--- src/rtl/sumador_pkg.sv ---
// Shared types and helpers for the SUMADORQ22 operand loader.
// SUMADOR_NEGZERO_CANON_EN selects negative-zero canonicalisation of stored operands.
package sumador_pkg;

  localparam int SM_W  = 5;
  localparam int RES_W = 6;

  typedef enum logic [1:0] {
    LDR_IDLE  = 2'd0,
    LDR_GOT_A = 2'd1,
    LDR_WAIT  = 2'd2,
    LDR_DONE  = 2'd3
  } loader_state_t;

  // Sign-magnitude negative zero (sign set, magnitude 0) maps to positive zero.
  function automatic logic [SM_W-1:0] canon_zero(input logic [SM_W-1:0] op);
    if (op[SM_W-2:0] == '0) return '0;
    return op;
  endfunction

endpackage

--- src/rtl/sumador_lat_counter.sv ---
// Loadable down-counter that times the adder pipeline; zero flag marks the capture edge.
module sumador_lat_counter #(
  parameter int LATENCY = 4
) (
  input  logic clk,
  input  logic rst,
  input  logic clear,
  input  logic load,
  input  logic en,
  output logic zero
);

  localparam int CW = $clog2(LATENCY + 1);

  logic [CW-1:0] cnt;

  // NOTE: sequential state uses non-blocking assignments so every register samples pre-edge values.
  always_ff @(posedge clk or posedge rst) begin
    if (rst) begin
      cnt <= '0;
    end else if (clear) begin
      cnt <= '0;
    end else if (load) begin
      cnt <= CW'(LATENCY);
    end else if (en && cnt != '0) begin
      cnt <= cnt - 1'b1;
    end
  end

  assign zero = (cnt == '0);

endmodule

--- src/rtl/sumador_operand_loader.sv ---
// Operand stage for the SUMADORQ22 adder: two operands in, one captured result out.
// Optional SUMADOR_NEGZERO_CANON_EN stores negative-zero operands as positive zero.
module sumador_operand_loader
  import sumador_pkg::*;
#(
  parameter int LATENCY = 4
) (
  input  logic             clk,
  input  logic             rst,
  input  logic             flush,
  input  logic             in_valid,
  output logic             in_ready,
  input  logic [SM_W-1:0]  in_data,
  output logic [SM_W-1:0]  op_a,
  output logic [SM_W-1:0]  op_b,
  input  logic [RES_W-1:0] sum_in,
  output logic             res_valid,
  input  logic             res_ready,
  output logic [RES_W-1:0] res_data
);

  localparam logic [1:0] IDLE  = LDR_IDLE;
  localparam logic [1:0] GOT_A = LDR_GOT_A;
  localparam logic [1:0] WAIT  = LDR_WAIT;
  localparam logic [1:0] DONE  = LDR_DONE;

  logic [1:0]      state;
  logic [SM_W-1:0] operand;
  logic            cnt_zero;
  logic            load_b;

  always_comb begin
`ifdef SUMADOR_NEGZERO_CANON_EN
    operand = canon_zero(in_data);
`else
    operand = in_data;
`endif
  end

  // NOTE: in_ready is a pure state decode, assigned on every path so no latch is inferred.
  assign in_ready = (state == IDLE) || (state == GOT_A);
  assign load_b   = (state == GOT_A) && in_valid && !flush;

  sumador_lat_counter #(.LATENCY(LATENCY)) u_lat_counter (
    .clk   (clk),
    .rst   (rst),
    .clear (flush),
    .load  (load_b),
    .en    (state == WAIT),
    .zero  (cnt_zero)
  );

  always_ff @(posedge clk or posedge rst) begin
    if (rst) begin
      state     <= IDLE;
      op_a      <= '0;
      op_b      <= '0;
      res_valid <= 1'b0;
      res_data  <= '0;
    end else if (flush) begin
      // Abort wins over any handshake; operands and last result are kept.
      state     <= IDLE;
      res_valid <= 1'b0;
    end else begin
      case (state)
        IDLE: if (in_valid) begin
          op_a  <= operand;
          state <= GOT_A;
        end
        GOT_A: if (in_valid) begin
          op_b  <= operand;
          state <= WAIT;
        end
        WAIT: if (cnt_zero) begin
          res_data  <= sum_in;
          res_valid <= 1'b1;
          state     <= DONE;
        end
        DONE: if (res_ready) begin
          res_valid <= 1'b0;
          state     <= IDLE;
        end
        default: state <= IDLE;
      endcase
    end
  end

endmodule

--- config.mk ---
export PLATFORM = sky130hd
export DESIGN_NAME = sumador_operand_loader
export DESIGN_NICKNAME = d
export VERILOG_FILES = /design/src/rtl/sumador_pkg.sv /design/src/rtl/sumador_lat_counter.sv /design/src/rtl/sumador_operand_loader.sv
export SDC_FILE = /design/constraint.sdc
export NUM_CORES = 1
export LEC_CHECK = 0
export CAP_MARGIN = 30
export CORE_MARGIN = 1.5
export CORE_UTILIZATION = 40
export DETAILED_ROUTE_END_ITERATION = 16
export GPL_ROUTABILITY_DRIVEN = 0
export PLACE_DENSITY = 0.75
export SLEW_MARGIN = 30
export SYNTH_ARGS = -nofsm -noshare
export SYNTH_HDL_FRONTEND = slang
export SYNTH_HIERARCHICAL = 1
export SYNTH_SLANG_ARGS = --single-unit
--- constraint.sdc ---
create_clock -name clk -period 4.3 [get_ports clk]
set_input_delay 0.43 -clock clk [delete_from_list [all_inputs] [get_ports clk]]
set_output_delay 0.43 -clock clk [all_outputs]
set_load 0.01 [all_outputs]
Yosys cells after proc, flatten, opt, wreduce, memory -nomap -nowiden
Cells that the tools add are included.
{"block": "word_totals", "ff_bits": 22, "inputBits": 16, "out_inout_bits": 18, "word_cells": 43}
{"block": "classes", "n_addsub": 1, "n_eq_ne": 7, "mux": 13, "bitwise": 1, "n_reduce_logical": 15}
{"operator": "$ne A3 B3 Y1 const B", "n": 4}
{"operator": "$reduce_and A3 Y1", "n": 4}
{"operator": "$mux W2", "n": 5}
{"operator": "$mux W3", "n": 3}
{"operator": "$reduce_bool A3 Y1", "n": 3}
{"operator": "$pmux W2 S4", "n": 1}
{"operator": "$eq A2 B2 Y1 const B", "n": 2}
{"operator": "$reduce_and A4 Y1", "n": 1}
{"operator": "$logic_and A1 B1 Y1", "n": 3}
{"operator": "$logic_not A3 Y1", "n": 1}
{"operator": "$mux W1", "n": 3}
{"operator": "$sub A3 B1 Y3 const B", "n": 1}
{"operator": "$eq A2 B1 Y1 const B", "n": 1}
{"operator": "$logic_not A2 Y1", "n": 1}
{"operator": "$pmux W1 S2", "n": 1}
{"operator": "$logic_not A1 Y1", "n": 1}
{"operator": "$logic_or A1 B1 Y1", "n": 1}
{"operator": "$not A1 Y1", "n": 1}

Depth between registers and ports, before layout
Gate-level depths: netlist of the first run.
{"block": "depth", "depth_word": 5, "ltp_mapped": 6, "mapped_depth_nobuf": 6}

Cells and area by module
Netlist of the first run, hierarchy kept.
{"module": "sumador_operand_loader", "n_inst": 1, "cells_per_inst": 64, "area_per_inst_um2": 952.2, "seq_area_each_um2": 475.5}
{"module": "sumador_lat_counter", "n_inst": 1, "cells_per_inst": 17, "area_per_inst_um2": 181.4, "seq_area_each_um2": 75.1}

Worst setup path after synthesis of the first run
OpenSTA, ideal clock, no wires.
{"block": "synth_path", "path_kind": "flip-flop to flip-flop", "startpoint": "reg u_lat_counter.cnt[0]", "endpoint": "reg u_lat_counter.cnt[1]", "setup_ns": 0.111, "arrival_ns": 1.351, "required_time_ns": 4.189, "setup_slack_ns": 2.837, "path_stages_with_launch": 7, "path_buffers": 0, "synth_period_minus_slack_ns": 1.463, "cell_sequence": "dfrtp_1 -> inv_1 -> ha_1 -> ha_1 -> nor2b_4 -> nor2_2 -> a2111oi_2"}
{"block": "synth_between", "elab_chain_cells": 4, "word_cells_on_any_way": 7, "cone_classes": "add/sub: 1; mux: 3; reduce/logical: 3"}
{"item": "from (decl)", "line_no": "sumador_lat_counter.sv:15", "text": "logic [CW-1:0] cnt;"}
{"item": "from (signal assigned)", "line_no": "sumador_lat_counter.sv:24", "text": "cnt <= CW'(LATENCY);"}
{"item": "from (signal assigned)", "line_no": "sumador_lat_counter.sv:26", "text": "cnt <= cnt - 1'b1;"}
{"item": "$sub A3 B1 Y3", "line_no": "sumador_lat_counter.sv:26"}
{"item": "$mux W3", "line_no": "sumador_lat_counter.sv:25", "text": "end else if (en && cnt != '0) begin"}
{"item": "$mux W3", "line_no": "sumador_lat_counter.sv:23", "text": "end else if (load) begin"}
{"item": "$mux W3", "line_no": "sumador_lat_counter.sv:21", "text": "end else if (clear) begin"}
Parallel ways exist; a longest one is shown, timed or not. The select of a mux whose other input is x is not followed.
A chain may end at the register's enable or synchronous reset.

Final worst setup path of the first run
{"block": "layout_path", "startpoint": "reg state[1]", "endpoint": "out in_ready"}
{"block": "layout_between", "elab_chain_cells": 2, "word_cells_on_any_way": 3, "cone_classes": "eq/ne: 1; reduce/logical: 2"}
{"item": "from (decl)", "line_no": "sumador_operand_loader.sv:27", "text": "logic [1:0] state;"}
{"item": "from (signal assigned)", "line_no": "sumador_operand_loader.sv:55", "text": "state <= IDLE;"}
{"item": "from (signal assigned)", "line_no": "sumador_operand_loader.sv:62", "text": "state <= IDLE;"}
{"item": "from (signal assigned)", "line_no": "sumador_operand_loader.sv:68", "text": "state <= GOT_A;"}
{"item": "$eq A2 B1 Y1 or $logic_not A2 Y1 (tied branches)", "line_no": "sumador_operand_loader.sv:41", "text": "assign in_ready = (state == IDLE) || (state == GOT_A);"}
{"item": "$logic_or A1 B1 Y1 *", "line_no": "sumador_operand_loader.sv:41"}
{"item": "to (decl)", "line_no": "sumador_operand_loader.sv:12", "text": "output logic in_ready,"}
Mark *: on every way between the ends. The rest lies on a longest branch, timed or not.

==> results.sh, run 1 <==
export IMPL_status="finished clean"
export IMPL_htreeDepth=1
export IMPL_antenna_found_initial=0
export IMPL_routed_wl_microns=2230
export IMPL_avgViaCountPerCell=4.93
export IMPL_crit_buf_inv=3
export IMPL_leakagePower_nw=0.732
export IMPL_setup_viol=0
export IMPL_rsz0062_at_grt="false"
export IMPL_synthAdderAreaFrac_pct=7.73
export IMPL_cts_reportedPaths_clkPinSlew_ns=0.12
export IMPL_crit_path_end_kind="primary output"
export IMPL_grt_ovfl_total=0
export IMPL_slew_viol_final=0
export IMPL_grt_max_degree=20
export IMPL_synth_area_leaders="dfrtp_1, mux2_4, ha_1"
export IMPL_synth_largest_area_cell="dfrtp_1"
export IMPL_arrival_ns=1.77
export IMPL_synth_mux_area_share_pct=21.2
export IMPL_synth_cell_types=24
export IMPL_cts_setup_buffers=0
export IMPL_synthesis_nets=104
export IMPL_layout_common_cells="clkdlybuf4s50_1, dfrtp_1, mux2_4, inv_1, ha_1"
export IMPL_synth_compound_area_share_pct=5.52
export IMPL_synth_top_family_by_area="multiplexers"
export IMPL_postRouteAntennaNets=0
export IMPL_p_per_area_mw_per_mm2=651
export IMPL_place_hpwl_microns=1700
export IMPL_yosys_area_top_type_share_pct=48.6
export IMPL_drc=0
export IMPL_vias=735
export IMPL_cts_tree="built"
export IMPL_crit_slowest_cell="clkdlybuf4s50_1"
export IMPL_fin_nets=142
export IMPL_dieWidth_microns=56.2
export IMPL_cts_sink_count=22
export IMPL_cp_slowest_stage_delay_ns=0.52
export IMPL_cts_root_buf="clkbuf_4"
export IMPL_crit_chain="inv_1 -> ha_1 -> nor2_1 -> inv_1 -> clkdlybuf4s50_1"
export IMPL_maxCapViolations=0
export IMPL_hold_viol=0
export IMPL_required_ns=3.87
export IMPL_first_pass_iters=4
export IMPL_setup_slack_ns=2.10
export IMPL_yosys_warnings=6
export IMPL_areaGrowthSynthToFinish_pct=37.2
export IMPL_cts_buffer_depth=2
export IMPL_yosys_most_used_dff="dfrtp_1"
export IMPL_syn_inst=81
export IMPL_port_buffers=33
export IMPL_worst_pin_slew_ns=0.764
export IMPL_grt_pass1_wl_microns=3820
export IMPL_post_route_min_period_ns=2.20
export IMPL_r2r_cells=5
export IMPL_yosys_area_share_xor_xnor_pct=0.773
export IMPL_path_depth=5
export IMPL_ctsResizeCount=0
export IMPL_ios=34
export IMPL_wire_per_inst_microns=15.0
export IMPL_avgSynthCellArea_sq_um=14.0
export IMPL_path_common_cell="inv_1"
export IMPL_hp_class="input pin to asynchronous set/reset pin"
export IMPL_pre_cts_slack_ns=2.34
export IMPL_grt_pass1_vias=816
export IMPL_crit_family="buffers and inverters"
export IMPL_finClkSkew_ns=0.00167
export IMPL_clk_latency_ns=0.30
export IMPL_drtIter0Drc=8
export IMPL_clock_fmax_mhz=454
export IMPL_rows=19
export IMPL_n_antenna_cell=0
export IMPL_tns_ns=0
export IMPL_ir_drop_uv=427
export IMPL_period_share_pct=51.2
export IMPL_syn_area_sq_mm=0.00113
export IMPL_grt_use_total_pct=15.6
export IMPL_core_area_sq_mm=0.00271
export IMPL_holdBufCountCts=0
export IMPL_die_area_sq_mm=0.00316
export IMPL_maxSlewHeadroom_pct=49.0
export IMPL_final_common_cell="clkdlybuf4s50_1"
export IMPL_setup_worst_path_class="flop to primary output"
export IMPL_initial_core_util_pct=41.8
export IMPL_numCtsBuffers=3
export IMPL_async_flop_share_pct=100
export IMPL_dieHeight_microns=56.2
export IMPL_synth_simple_area_share_pct=12.9
export IMPL_fin_util_pct=57.4
export IMPL_critPathMaxFanout=4
export IMPL_synth_seq_cells=22
export IMPL_drive_above_1_share_pct=23.7
export IMPL_startpoint_type="flop"
export IMPL_synth_seq_area_share_pct=48.6
export IMPL_hold_slack_ns=0.304
export IMPL_synth_edf_count=0
cell type report:
type / count / area, sq um
clock inverter: 1 / 30.0
tap: 31 / 38.8
sequential: 22 / 551
inverter: 10 / 37.5
multi-input combinational: 49 / 546
timing repair buffer: 33 / 330
fill: 245 / 1150
clock buffer: 3 / 22.5
registers in the layout, summed over array words and instances (netlist names):
name and cells:
state 2, op_a 5, op_b 5, res_valid 1, u_lat_counter/cnt 3, res_data 6
cell usage after synthesis (2+ instances only):
cell type,n
dfrtp_1,22
mux2_4,16
inv_1,10
ha_1,7
nand2_1,2
nand2_4,2
nand2b_1,2
nor2_1,2
nor2b_4,2
nor3_1,2
metrics by stage:
stage	std cells	instance area, sq um	power [W]
finish	149	1560	0.00101
global route	149	1560	0.00108
CTS	149	1560	0.00103
detailed placement	145	1500	0.000862
global placement	145	1500	0.000843
floorplan	81	1130	0.000628
cells by family (layout without fill, tap and decap cells):
kind of cell | Yosys count | after routing
and+or+nand+nor | 18 | 18
xor gates and xnor gates | 1 | 1
buffers and inverters | 10 | 47
muxes | 16 | 16
AOI/OAI and AO/OA | 7 | 7
DFF | 22 | 22
adders and majority gates | 7 | 7
routing by layer:
layer,GRT usage [%],vias to the layer above,wire (microns)
met5,0,-,0
met4,4.08,0,0
met3,4.19,0,106
met2,25.4,23,1110
met1,20.6,361,1020
li1,-,351,-
final timing paths:
check	endpoint	slack [ns]	from
min reg2reg	res_data[4]$_DFFE_PP0P_	0.52	res_data[4]$_DFFE_PP0P_
max reg2reg	u_lat_counter/cnt[1]$_DFFE_PP0P_	2.69	state[0]$_DFFE_PP0P_
max in group asynchronous	op_a[1]$_DFFE_PP0P_	3.25	rst
min in group clk	res_data[4]$_DFFE_PP0P_	0.52	res_data[4]$_DFFE_PP0P_
max	in_ready	2.10	state[1]$_DFFE_PP0P_
min	u_lat_counter/cnt[2]$_DFFE_PP0P_	0.30	rst
report_power, final:
group          total [W]  internal [W]  switching (W)
clock           0.000157     0.0000941      0.0000631
combinational   0.000507      0.000318       0.000189
sequential      0.000348      0.000295      0.0000529
total            0.00101      0.000707       0.000305
No activity file was read; power rests on OpenSTA's default activity.
==> inputs of run 2 (changes only) <==
==> constraint.sdc (replaced) <==
create_clock -name clk -period 2.2 [get_ports clk]
set_input_delay 0.22 -clock clk [delete_from_list [all_inputs] [get_ports clk]]
set_output_delay 0.22 -clock clk [all_outputs]
set_load 0.01 [all_outputs]
==> results of run 2 <==
Same layout as run 1 (identical final DEF). Status: finished clean.
Among the figures that moved: setup slack after placement 2.34 ns -> 0.448 ns; setup slack after layout 2.10 ns -> 0.208 ns; hold slack 0.304 ns -> 0.0944 ns; register-to-register setup slack 2.69 ns -> 0.59 ns; total power 0.00101 W -> 0.00198 W; worst IR drop on VDD 427 uV -> 835 uV
